`src/rtl/seven_seg_pkg.sv`:
```
// Shared seven-segment definitions: digit patterns (seg[6]=a .. seg[0]=g) and
// the nibble used for undecodable patterns.
package seven_seg_pkg;

  localparam logic [3:0] NIBBLE_ERR = 4'hF;

  localparam logic [6:0] SEG_PAT [10] = '{
    7'b1111110,  // 0
    7'b0110000,  // 1
    7'b1101101,  // 2
    7'b1111001,  // 3
    7'b0110011,  // 4
    7'b1011011,  // 5
    7'b1011111,  // 6
    7'b1110000,  // 7
    7'b1111111,  // 8
    7'b1111011   // 9
  };

  // Index of the set bit in a one-hot digit select; 0 if none is set.
  function automatic logic [1:0] onehot_index(input logic [3:0] sel);
    logic [1:0] idx;
    idx = 2'd0;
    for (int i = 0; i < 4; i++) begin
      if (sel[i]) idx = 2'(i);
    end
    return idx;
  endfunction

endpackage

```
`src/rtl/seven_seg_enc.sv`:
```
// Combinational segment-pattern to BCD decoder; bad flags any pattern that is
// not one of the ten digits.
module seven_seg_enc
  import seven_seg_pkg::*;
(
  input  logic [6:0] seg,
  output logic [3:0] digit,
  output logic       bad
);

  always_comb begin
    digit = NIBBLE_ERR;
    bad   = 1'b1;
    for (int i = 0; i < 10; i++) begin
      if (seg == SEG_PAT[i]) begin
        digit = 4'(i);
        bad   = 1'b0;
      end
    end
  end

endmodule

```
`src/rtl/seven_seg_reader.sv`:
```
// Reconstructs a 4-digit BCD value by watching a multiplexed seven-segment
// display; each digit is captured once its pattern has been stable long enough.
module seven_seg_reader
  import seven_seg_pkg::*;
#(
  parameter int STABLE_CYCLES = 4
) (
  input  logic        clk,
  input  logic        rst,
  input  logic [6:0]  seg,
  input  logic [3:0]  dig_sel,
  output logic [15:0] value,
  output logic        frame_valid,
  output logic        frame_err
);

  localparam logic [3:0] CNT_MAX = 4'(STABLE_CYCLES);

  logic [6:0]  seg_q, seg_p;
  logic [3:0]  sel_q, sel_p;
  logic [3:0]  cnt, cnt_next;
  logic [3:0]  flags, flags_next;
  logic [15:0] shadow;
  logic        err_sh, err_next;

  logic        usable, same, capture, done;
  logic [3:0]  dec_digit;
  logic        dec_bad;
  logic [1:0]  idx;

  seven_seg_enc u_enc (
    .seg   (seg_q),
    .digit (dec_digit),
    .bad   (dec_bad)
  );

  assign usable  = $onehot(sel_q);
  assign same    = ({seg_q, sel_q} == {seg_p, sel_p});
  assign capture = usable && same && (cnt == CNT_MAX - 4'd1);
  assign done    = (flags == 4'hF);
  assign idx     = onehot_index(sel_q);

  always_comb begin
    cnt_next = 4'd0;
    if (usable) begin
      if (!same)
        cnt_next = 4'd1;
      else if (cnt < CNT_MAX)
        cnt_next = cnt + 4'd1;
      else
        cnt_next = cnt;
    end
  end

  // Completion clears first, so a capture in the completion cycle starts the next frame.
  always_comb begin
    flags_next = done ? 4'h0 : flags;
    err_next   = done ? 1'b0 : err_sh;
    if (capture) begin
      flags_next = flags_next | sel_q;
      err_next   = err_next | dec_bad;
    end
  end

  always_ff @(posedge clk) begin
    if (rst) begin
      seg_q       <= '0;
      sel_q       <= '0;
      seg_p       <= '0;
      sel_p       <= '0;
      cnt         <= '0;
      flags       <= '0;
      shadow      <= '0;
      err_sh      <= 1'b0;
      value       <= '0;
      frame_valid <= 1'b0;
      frame_err   <= 1'b0;
    end else begin
      seg_q       <= seg;
      sel_q       <= dig_sel;
      seg_p       <= seg_q;
      sel_p       <= sel_q;
      cnt         <= cnt_next;
      flags       <= flags_next;
      err_sh      <= err_next;
      frame_valid <= done;
      if (capture)
        shadow[4*idx +: 4] <= dec_digit;
      if (done) begin
        value     <= shadow;
        frame_err <= err_sh;
      end
    end
  end

endmodule

```
`config.mk`:
```
export PLATFORM = sky130hd
export DESIGN_NAME = seven_seg_reader
export DESIGN_NICKNAME = d
export VERILOG_FILES = /design/src/rtl/seven_seg_pkg.sv /design/src/rtl/seven_seg_enc.sv /design/src/rtl/seven_seg_reader.sv
export SDC_FILE = /design/constraint.sdc
export NUM_CORES = 1
export LEC_CHECK = 0
export BUFFER_PORTS_ARGS = -buffer_cell sky130_fd_sc_hd__buf_2
export CAP_MARGIN = 20
export CORE_MARGIN = 2
export CORE_UTILIZATION = 30
export CTS_BUF_LIST = sky130_fd_sc_hd__clkbuf_8
export CTS_CLUSTER_SIZE = 12
export DETAILED_ROUTE_END_ITERATION = 6
export HOLD_SLACK_MARGIN = 0.06
export SYNTH_ARGS = -nofsm -noshare
export SYNTH_HDL_FRONTEND = slang
export SYNTH_SLANG_ARGS = --single-unit
```
`constraint.sdc`:
```
create_clock -name clk -period 3.04 [get_ports clk]
set_input_delay 0.152 -clock clk [delete_from_list [all_inputs] [get_ports clk]]
set_output_delay 0.152 -clock clk [all_outputs]
set_load 0.005 [all_outputs]
```
# Yosys cells after proc, flatten, opt, wreduce, memory -nomap -nowiden
# Index checks and enable logic that the tools add are counted.
# word_totals
ff_bits	65
output_inout_bits	18
# op_classes
shifts	2
reduce_logical	4
n_bitwise	4
n_lt_le_gt_ge	1
eq_ne	15
muxes	30
addsub	5
# ops
op	n
$eq A7 B7 Y1 const B	8
$mux W4	12
$neg A4 Y34	1
$shift A4 B34 Y16 const A	1
$shiftx A4 B34 Y16	1
$bwmux W16	1
$mux W1	15
$eq A7 B6 Y1 const B	2
$eq A11 B11 Y1	1
$add A1 B1 Y2	2
$add A4 B1 Y4 const B	1
$eq A4 B2 Y1 const B	1
$eq A4 B4 Y1 const B	1
$lt A4 B3 Y1 const B	1
$mux W2	2
$or A4 B4 Y4	1
$add A2 B2 Y3	1
$eq A3 B1 Y1 const B	1
$reduce_or A3 Y1	1
$logic_and A1 B1 Y1	2
$ne A2 B1 Y1 const B	1
$not A1 Y1	2
$reduce_or A2 Y1	1
$or A1 B1 Y1	1

# Logic depth before layout (Yosys ltp)
# Gate-level depths: netlist (run 1).
# logic_depth
ltp_word	13
mapped_depth	11
ltp_nobuf	10

# Modules after synthesis
# A second synthesis (run 1) with hierarchy kept.
# hier_totals
cells_unflattened	308
hier_area_um2	2954.1
# by_module_without_submodules
mod	seq_area_each_um2	area_per_inst_um2	instances	cells_each
seven_seg_reader	1301.2	2717.6	1	273
seven_seg_enc	0.0	236.5	1	35

# Worst setup path before layout (run 1)
# No wires, ideal clock.
# synth_timing
path_kind	flip-flop to flip-flop
from	reg sel_q[0]
to	reg shadow[10]
t_arrival_ns	2.521
stages_incl_launch_ff	12
setup_time_ns	0.132
path_slack_ns	0.387
required_ns	2.908
cell_sequence	dfxtp_1 > inv_1 > fa_1 > inv_1 > ha_1 > ha_1 > nor2_1 > nand4_1 > or4_1 > buf_2 > o21ai_1 > a21oi_1
# synth_via
elab_chain_cells	5
# synth_lines
element	line_no	text
start: declaration	seven_seg_reader.sv:20	logic [3:0] sel_q, sel_p;
start signal: assignment	seven_seg_reader.sv:80	sel_q <= dig_sel;
$add A1 B1 Y2 (implied by the code)	seven_seg_reader.sv:37	assign usable = $onehot(sel_q);
$add A2 B2 Y3 (implied by the code)	seven_seg_reader.sv:37	
$eq A3 B1 Y1	seven_seg_reader.sv:37	
$logic_and A1 B1 Y1 * (2 in a row)	seven_seg_reader.sv:39	assign capture = usable && same && (cnt == CNT_MAX - 4'd1);
end signal: indexed assignment	seven_seg_reader.sv:88	shadow[4*idx +: 4] <= dec_digit;
end: declaration	seven_seg_reader.sv:23	logic [15:0] shadow;
# Mark *: on every way between the ends. The rest lies on a longest branch, timed or not.
# A chain may end at the register's enable or synchronous reset.

# Worst setup path after layout (run 1)
# layout_timing
from	reg sel_q[0]
to	reg shadow[15]
# Same word-level chain as after synthesis.

==> results of run 1 <==
## sequential cells by signal, summed over array words and instances, names as in the netlist
name / flops
frame_valid: 1
frame_err: 1
shadow: 16
flags: 4
sel_q: 4
value: 16
err_sh: 1
cnt: 4
seg_q: 7
seg_p: 7
sel_p: 4
## path summary, 6_finish.rpt
| path | from | end | slack (ns) | cells past startpoint |
|---|---|---|---|---|
| setup / recovery | sel_q[0] | shadow[15] | 0.20 | 11 |
| hold / removal | dig_sel[1] | sel_q[1] | 0.06 | 2 |
| setup reg to reg | sel_q[0] | shadow[15] | 0.20 | 11 |
| hold reg to reg | value[5] | value[5] | 0.45 | 2 |
## layout by cell type (no fill, tap or decap), types with 5 or more instances in the layout
cell / n
nand3_1: 18
inv_1: 12
nand2_1: 40
nand4_1: 5
nor2_1: 17
dlygate4sd3_1: 10
buf_2: 30
xnor2_1: 10
nor2b_1: 18
a21oi_1: 34
ha_1: 8
dfxtp_1: 65
o21ai_1: 11
clkbuf_8: 11
## through the flow
| stage | instance area (µm²) | utilization | setup slack, ns | hold slack (ns) | instances |
|---|---|---|---|---|---|
| 3_5_place_dp | 2930 | 0.334 | 0.106 | 0.366 | 425 |
| 6_report | 3230 | 0.369 | 0.197 | 0.0568 | 450 |
| 2_1_floorplan | 2720 | - | 0.387 | 0.280 | 303 |
| 3_3_place_gp | 2930 | 0.334 | 0.176 | 0.360 | 425 |
| 4_1_cts | 3230 | 0.368 | 0.0637 | 0.0609 | 450 |
| 5_1_grt | 3230 | 0.369 | 0.00125 | 0.0672 | 450 |
## cell families (layout without fill, tap and decap cells)
family / Yosys count / after routing / share of synthesized area
compound gates: 63 / 63 / 0.134
xor+xnor: 14 / 14 / 0.0561
fa+ha+maj: 9 / 9 / 0.0442
buf+inv: 32 / 71 / 0.0534
flops: 65 / 65 / 0.479
simple gates: 120 / 120 / 0.233
## per-layer routing
layer  GRT usage  part of all wire  vias up
met4      0.0506             0.016        0
li1            -                 -     1107
met5           0                 0        -
met1       0.152              0.47      999
met2       0.194              0.47       31
met3      0.0436             0.047       10
## cell type report
cell class	count	area, µm²
fillers	922	5530
flip-flops and latches	65	1300
multi-input cells	206	1280
repair buffers	43	273
clock buffers	11	151
well taps	108	135
inverters	13	48.8
clock inverters	4	43.8
## what timing repair did
item / in CTS / in global routing
hold buffers: 10 / 0
buffers inserted: 0 / 0
setup endpoints to repair: 0 / 12
resized for setup: 0 / 1
hold endpoints to repair: 10 / 0
## power groups by stage
stage	combinational, µW	clock [µW]	sequential, µW
final	119	724	889
after global routing	134	794	892
after CTS	120	747	889
after detailed placement	109	0	909
after global placement	108	0	908
after floorplan	97.3	0	896
## worst max-delay path, cell delays in order (launching register included)
cell     delay, ns
dfxtp_1       0.40
inv_1         0.10
fa_1          0.54
inv_1         0.04
ha_1          0.17
ha_1          0.28
nor2_1        0.14
nand4_1       0.19
nor4_4        0.39
buf_4         0.27
nand3_1       0.09
a21oi_1       0.16
==> summary.md, run 1 <==
| Metric | Value |
|---|---|
| Mapped Cells | 303 |
| Residual DRC | 0 |
| Largest net degree at the start of global routing | 35 |
| Kind of critical path | register to register |
| Status | complete, no violations |
| Post-synth EDFFs | 0 |
| Netlist cell types | 42 |
| Max FO, Critical Path | 13 |
| Global-route wire length before repair | 9560 µm |
| Int Power | 1340 µW |
| Clk_lat worst skew | 0.34 ns |
| Hold WC Path Type | primary input to register |
| Routed Antenna Nets | 0 |
| Vias per inst | 4.77 |
| Critical Path RT | 3.30 ns |
| Mapped cell area | 2720 µm² |
| Initial antenna violation count | 0 |
| ANT cells | 0 |
| CTS tree | done |
| Num CTS Buffers | 9 |
| Initial drt markers | 77 |
| Top cell type's share of synthesized area | 0.479 |
| Startpoint Class | register |
| Worst slew pin tran | 0.615 ns |
| Setup TNS | 0 ns |
| RSZ-0062 raised after global routing | false |
| Max-slew headroom | 0.590 |
| Switching pwr | 397 µW |
| Port Buffers | 30 |
| Final Cycle Share | 0.935 |
| Chip Height | 99.2 µm |
| Synth Warn # | 0 |
| Root Driver | clkbuf_8 |
| Per-cell routed wire length | 12.5 µm |
| Power Total | 1730 µW |
| Avg Cell Area, Syn | 8.97 µm² |
| Pre-antenna DRT Iters | 4 |
| Syn-to-layout area delta | 18.8% |
| Max Freq | 352 MHz |
| Crit end category | register |
| DR vias | 2147 |
| Ys async rst share | 0 |
| Top_reg_cell synth | dfxtp_1 |
| Core ar. | 8760 µm² |
| Synth top area cells | dfxtp_1 48%, a21oi_1 6.3%, nand2_1 5.5%, nor2b_1 4.1%, ha_1 3.7% |
| Most frequent cells after synthesis | 65 x dfxtp_1, 40 x nand2_1, 34 x a21oi_1 |
| Die Wd | 99.2 µm |
| Net Count, Synth | 325 |
| Max-Cap Viols | 0 |
| Comb power frac | 0.069 |
| DP HPWL | 3860 µm |
| Max Slew Vio Count | 0 |
| Full die area | 9840 µm² |
| H-Tree Depth | 3 |
| Sequential area share after synthesis | 0.479 |
| Clock slew at reported path FFs | 0.06 ns |
| Final nets | 360 |
| Layout cell share with drive strength beyond 1 | 0.175 |
| Remaining global-route overflow | 0 |
| Most frequent cell after synthesis | dfxtp_1 |
| Worst Skew | 0.00387 ns |
| Final setup vio count | 0 |
| Critical Path AT | 3.11 ns |
| Sink Count | 65 |
| Synth Register Bits | 65 |
| Routed WL | 5610 µm |
| Initial core utilization | 0.310 |
| Synth area leader | dfxtp_1 |
| Leakage power | 0.00121 µW |
| Sw Ratio | 0.229 |
| Ports | 31 |
| Power Dens Cells | 536 nW/µm² |
| Maximum clock path buffer count | 2 |
| GPL Wtd Cong | 0.834 |
| Final Hold Viols | 0 |
| Flop pwr share | 0.513 |
| Gr usage total | 0.123 |
| Worst VDD drop | 205 µV |
| Vias in the first global route | 2002 |
| Crit path time final | 2.84 ns |
| Clock Power Share | 0.418 |
| Rows | 34 |
(Power assumes the default switching activity.)
==> run 2, diff against run 1 <==
==> constraint.sdc (replaced) <==
create_clock -name clk -period 2.4 [get_ports clk]
set_input_delay 0.12 -clock clk [delete_from_list [all_inputs] [get_ports clk]]
set_output_delay 0.12 -clock clk [all_outputs]
set_load 0.005 [all_outputs]
==> summary.md, run 2 (synthesized netlist as in run 1, its figures left out) <==
| Metric | Value |
|---|---|
| Cell area after layout | 3420 µm² |
| H-Tree Depth | 3 |
| Remaining global-route overflow | 0 |
| Final Hold Viols | 0 |
| Reg area | 1310 µm² |
| Largest net degree at the start of global routing | 42 |
| Worst VDD drop | 289 µV |
| Most frequent cells in the layout | 62 x dfxtp_1, 40 x nand2_1, 31 x a21oi_1 |
| Per-cell routed wire length | 12.3 µm |
| ANT cells | 0 |
| DP Area | 3020 µm² |
| CTS tree | done |
| Root Driver | clkbuf_8 |
| Failing checks | negative setup slack |
| Full die area | 9840 µm² |
| Crit end category | register |
| Max-slew headroom | 0.565 |
| Final nets | 374 |
| Regs by FF count | shadow (16), value (16) |
| DP HPWL | 3780 µm |
| Num CTS Buffers | 9 |
| CP Cell Sequence | inv_2, fa_1, inv_1, ha_2, ha_4, nor2_4, nand4_1, or4_4, o21ai_1, a21oi_2 |
| Pre-antenna DRT Iters | 5 |
| Chip Height | 99.2 µm |
| Ports | 31 |
| DR vias | 2185 |
| Status | finished with violations |
| Hold WC Path Type | primary input to register |
| Fill count | 886 |
| Routed WL | 5700 µm |
| Max Freq | 404 MHz |
| Delay-heaviest family, CP | adder cells |
| CP max-delay cell | or4_4 |
| Vias per inst | 4.70 |
| Final Cycle Share | 1.03 |
| Clk_lat worst skew | 0.34 ns |
| Max-Cap Viols | 0 |
| Worst Skew | 0.00784 ns |
| Power Dens Cells | 647 nW/µm² |
| Critical Path RT | 2.61 ns |
| Leakage power | 0.00127 µW |
| Crit-path max cell delay | 0.54 ns |
| Pre-CTS WS | -0.106 ns |
| Initial drt markers | 76 |
| Worst slew pin tran | 0.643 ns |
| GPL Wtd Cong | 0.768 |
| Commonest non-fill, non-tap cell in the layout | dfxtp_1 |
| Critical Path AT | 2.69 ns |
| CP Buf/Inv Count | 2 |
| Maximum clock path buffer count | 2 |
| Core ar. | 8760 µm² |
| Routed Antenna Nets | 0 |
| Vias in the first global route | 2091 |
| Clock slew at reported path FFs | 0.07 ns |
| RSZ-0062 raised after global routing | true |
| Kind of critical path | register to register |
| Crit path time final | 2.48 ns |
| Initial core utilization | 0.310 |
| Final setup margin | -0.0751 ns |
| Die Wd | 99.2 µm |
| Final setup vio count | 17 |
| Initial antenna violation count | 0 |
| Area of the multi-input gates | 1350 µm² |
| Syn-to-layout area delta | 25.9% |
| Port Buffers | 30 |
| Layout cell share with drive strength beyond 1 | 0.255 |
| Rows | 34 |
| Gr usage total | 0.120 |
| Max FO, Critical Path | 12 |
| Sink Count | 65 |
| Startpoint Class | register |
| Residual DRC | 0 |
| Global-route wire length before repair | 9480 µm |
| Max Slew Vio Count | 0 |
==> run 2: cell types whose count changed in the layout (fill, tap and decap cells not counted), moves of 3 or more <==
cell	change
a21oi_1	-3
a21oi_2	+3
a22oi_1	-4
a22oi_2	+4
buf_4	+10
buf_6	+3
dfxtp_1	-3
dfxtp_2	+3
==> run 2: final timing paths <==
kind	start	to	slack (ns)	cells after the start
max	sel_q[0]	shadow[14]	-0.08	10
min	rst	seg_q[2]	0.19	2
max reg2reg	sel_q[0]	shadow[14]	-0.08	10
min reg2reg	value[3]	value[3]	0.45	2
==> run 2: repair_timing <==
item | CTS | global route
hold buffers | 11 | 0
setup endpoints to repair | 17 | 21
setup buffers | 2 | 1
gates resized for setup | 7 | 9
pin swaps | 1 | 10
hold endpoints to repair | 11 | 0
cloned | 1 | 0
==> run 2: stage by stage <==
| stage | hold WS [ns] | power (µW) | util | cells | TNS [ns] |
|---|---|---|---|---|---|
| global route | 0.212 | 2310 | 0.390 | 465 | -3.28 |
| CTS | 0.189 | 2230 | 0.385 | 464 | -0.479 |
| floorplan | 0.248 | 1260 | - | 303 | -0.580 |
| detailed placement | 0.333 | 1300 | 0.345 | 434 | -0.912 |
| finish | 0.185 | 2220 | 0.390 | 465 | -0.773 |
| global placement | 0.331 | 1300 | 0.345 | 434 | -0.109 |
==> run 2: power breakdown <==
part	switching [µW]	internal, µW
Sequential	27.2	1100
Clock	413	500
Combinational	89.8	87.1
==> run 2: layout make-up <==
type                    count  area share
multi-input cells         206       0.393
flip-flops and latches     65       0.381
repair buffers             57       0.114
clock buffers              10      0.0402
well taps                 108      0.0395
clock inverters             6      0.0172
inverters                  13      0.0143
==> run 2: routing by layer <==
metal	track usage	wire length [µm]	vias up
met2	0.198	2680	40
met4	0.0411	52	0
met5	0	0	-
met1	0.147	2680	1002
li1	-	-	1137
met3	0.0415	284	6
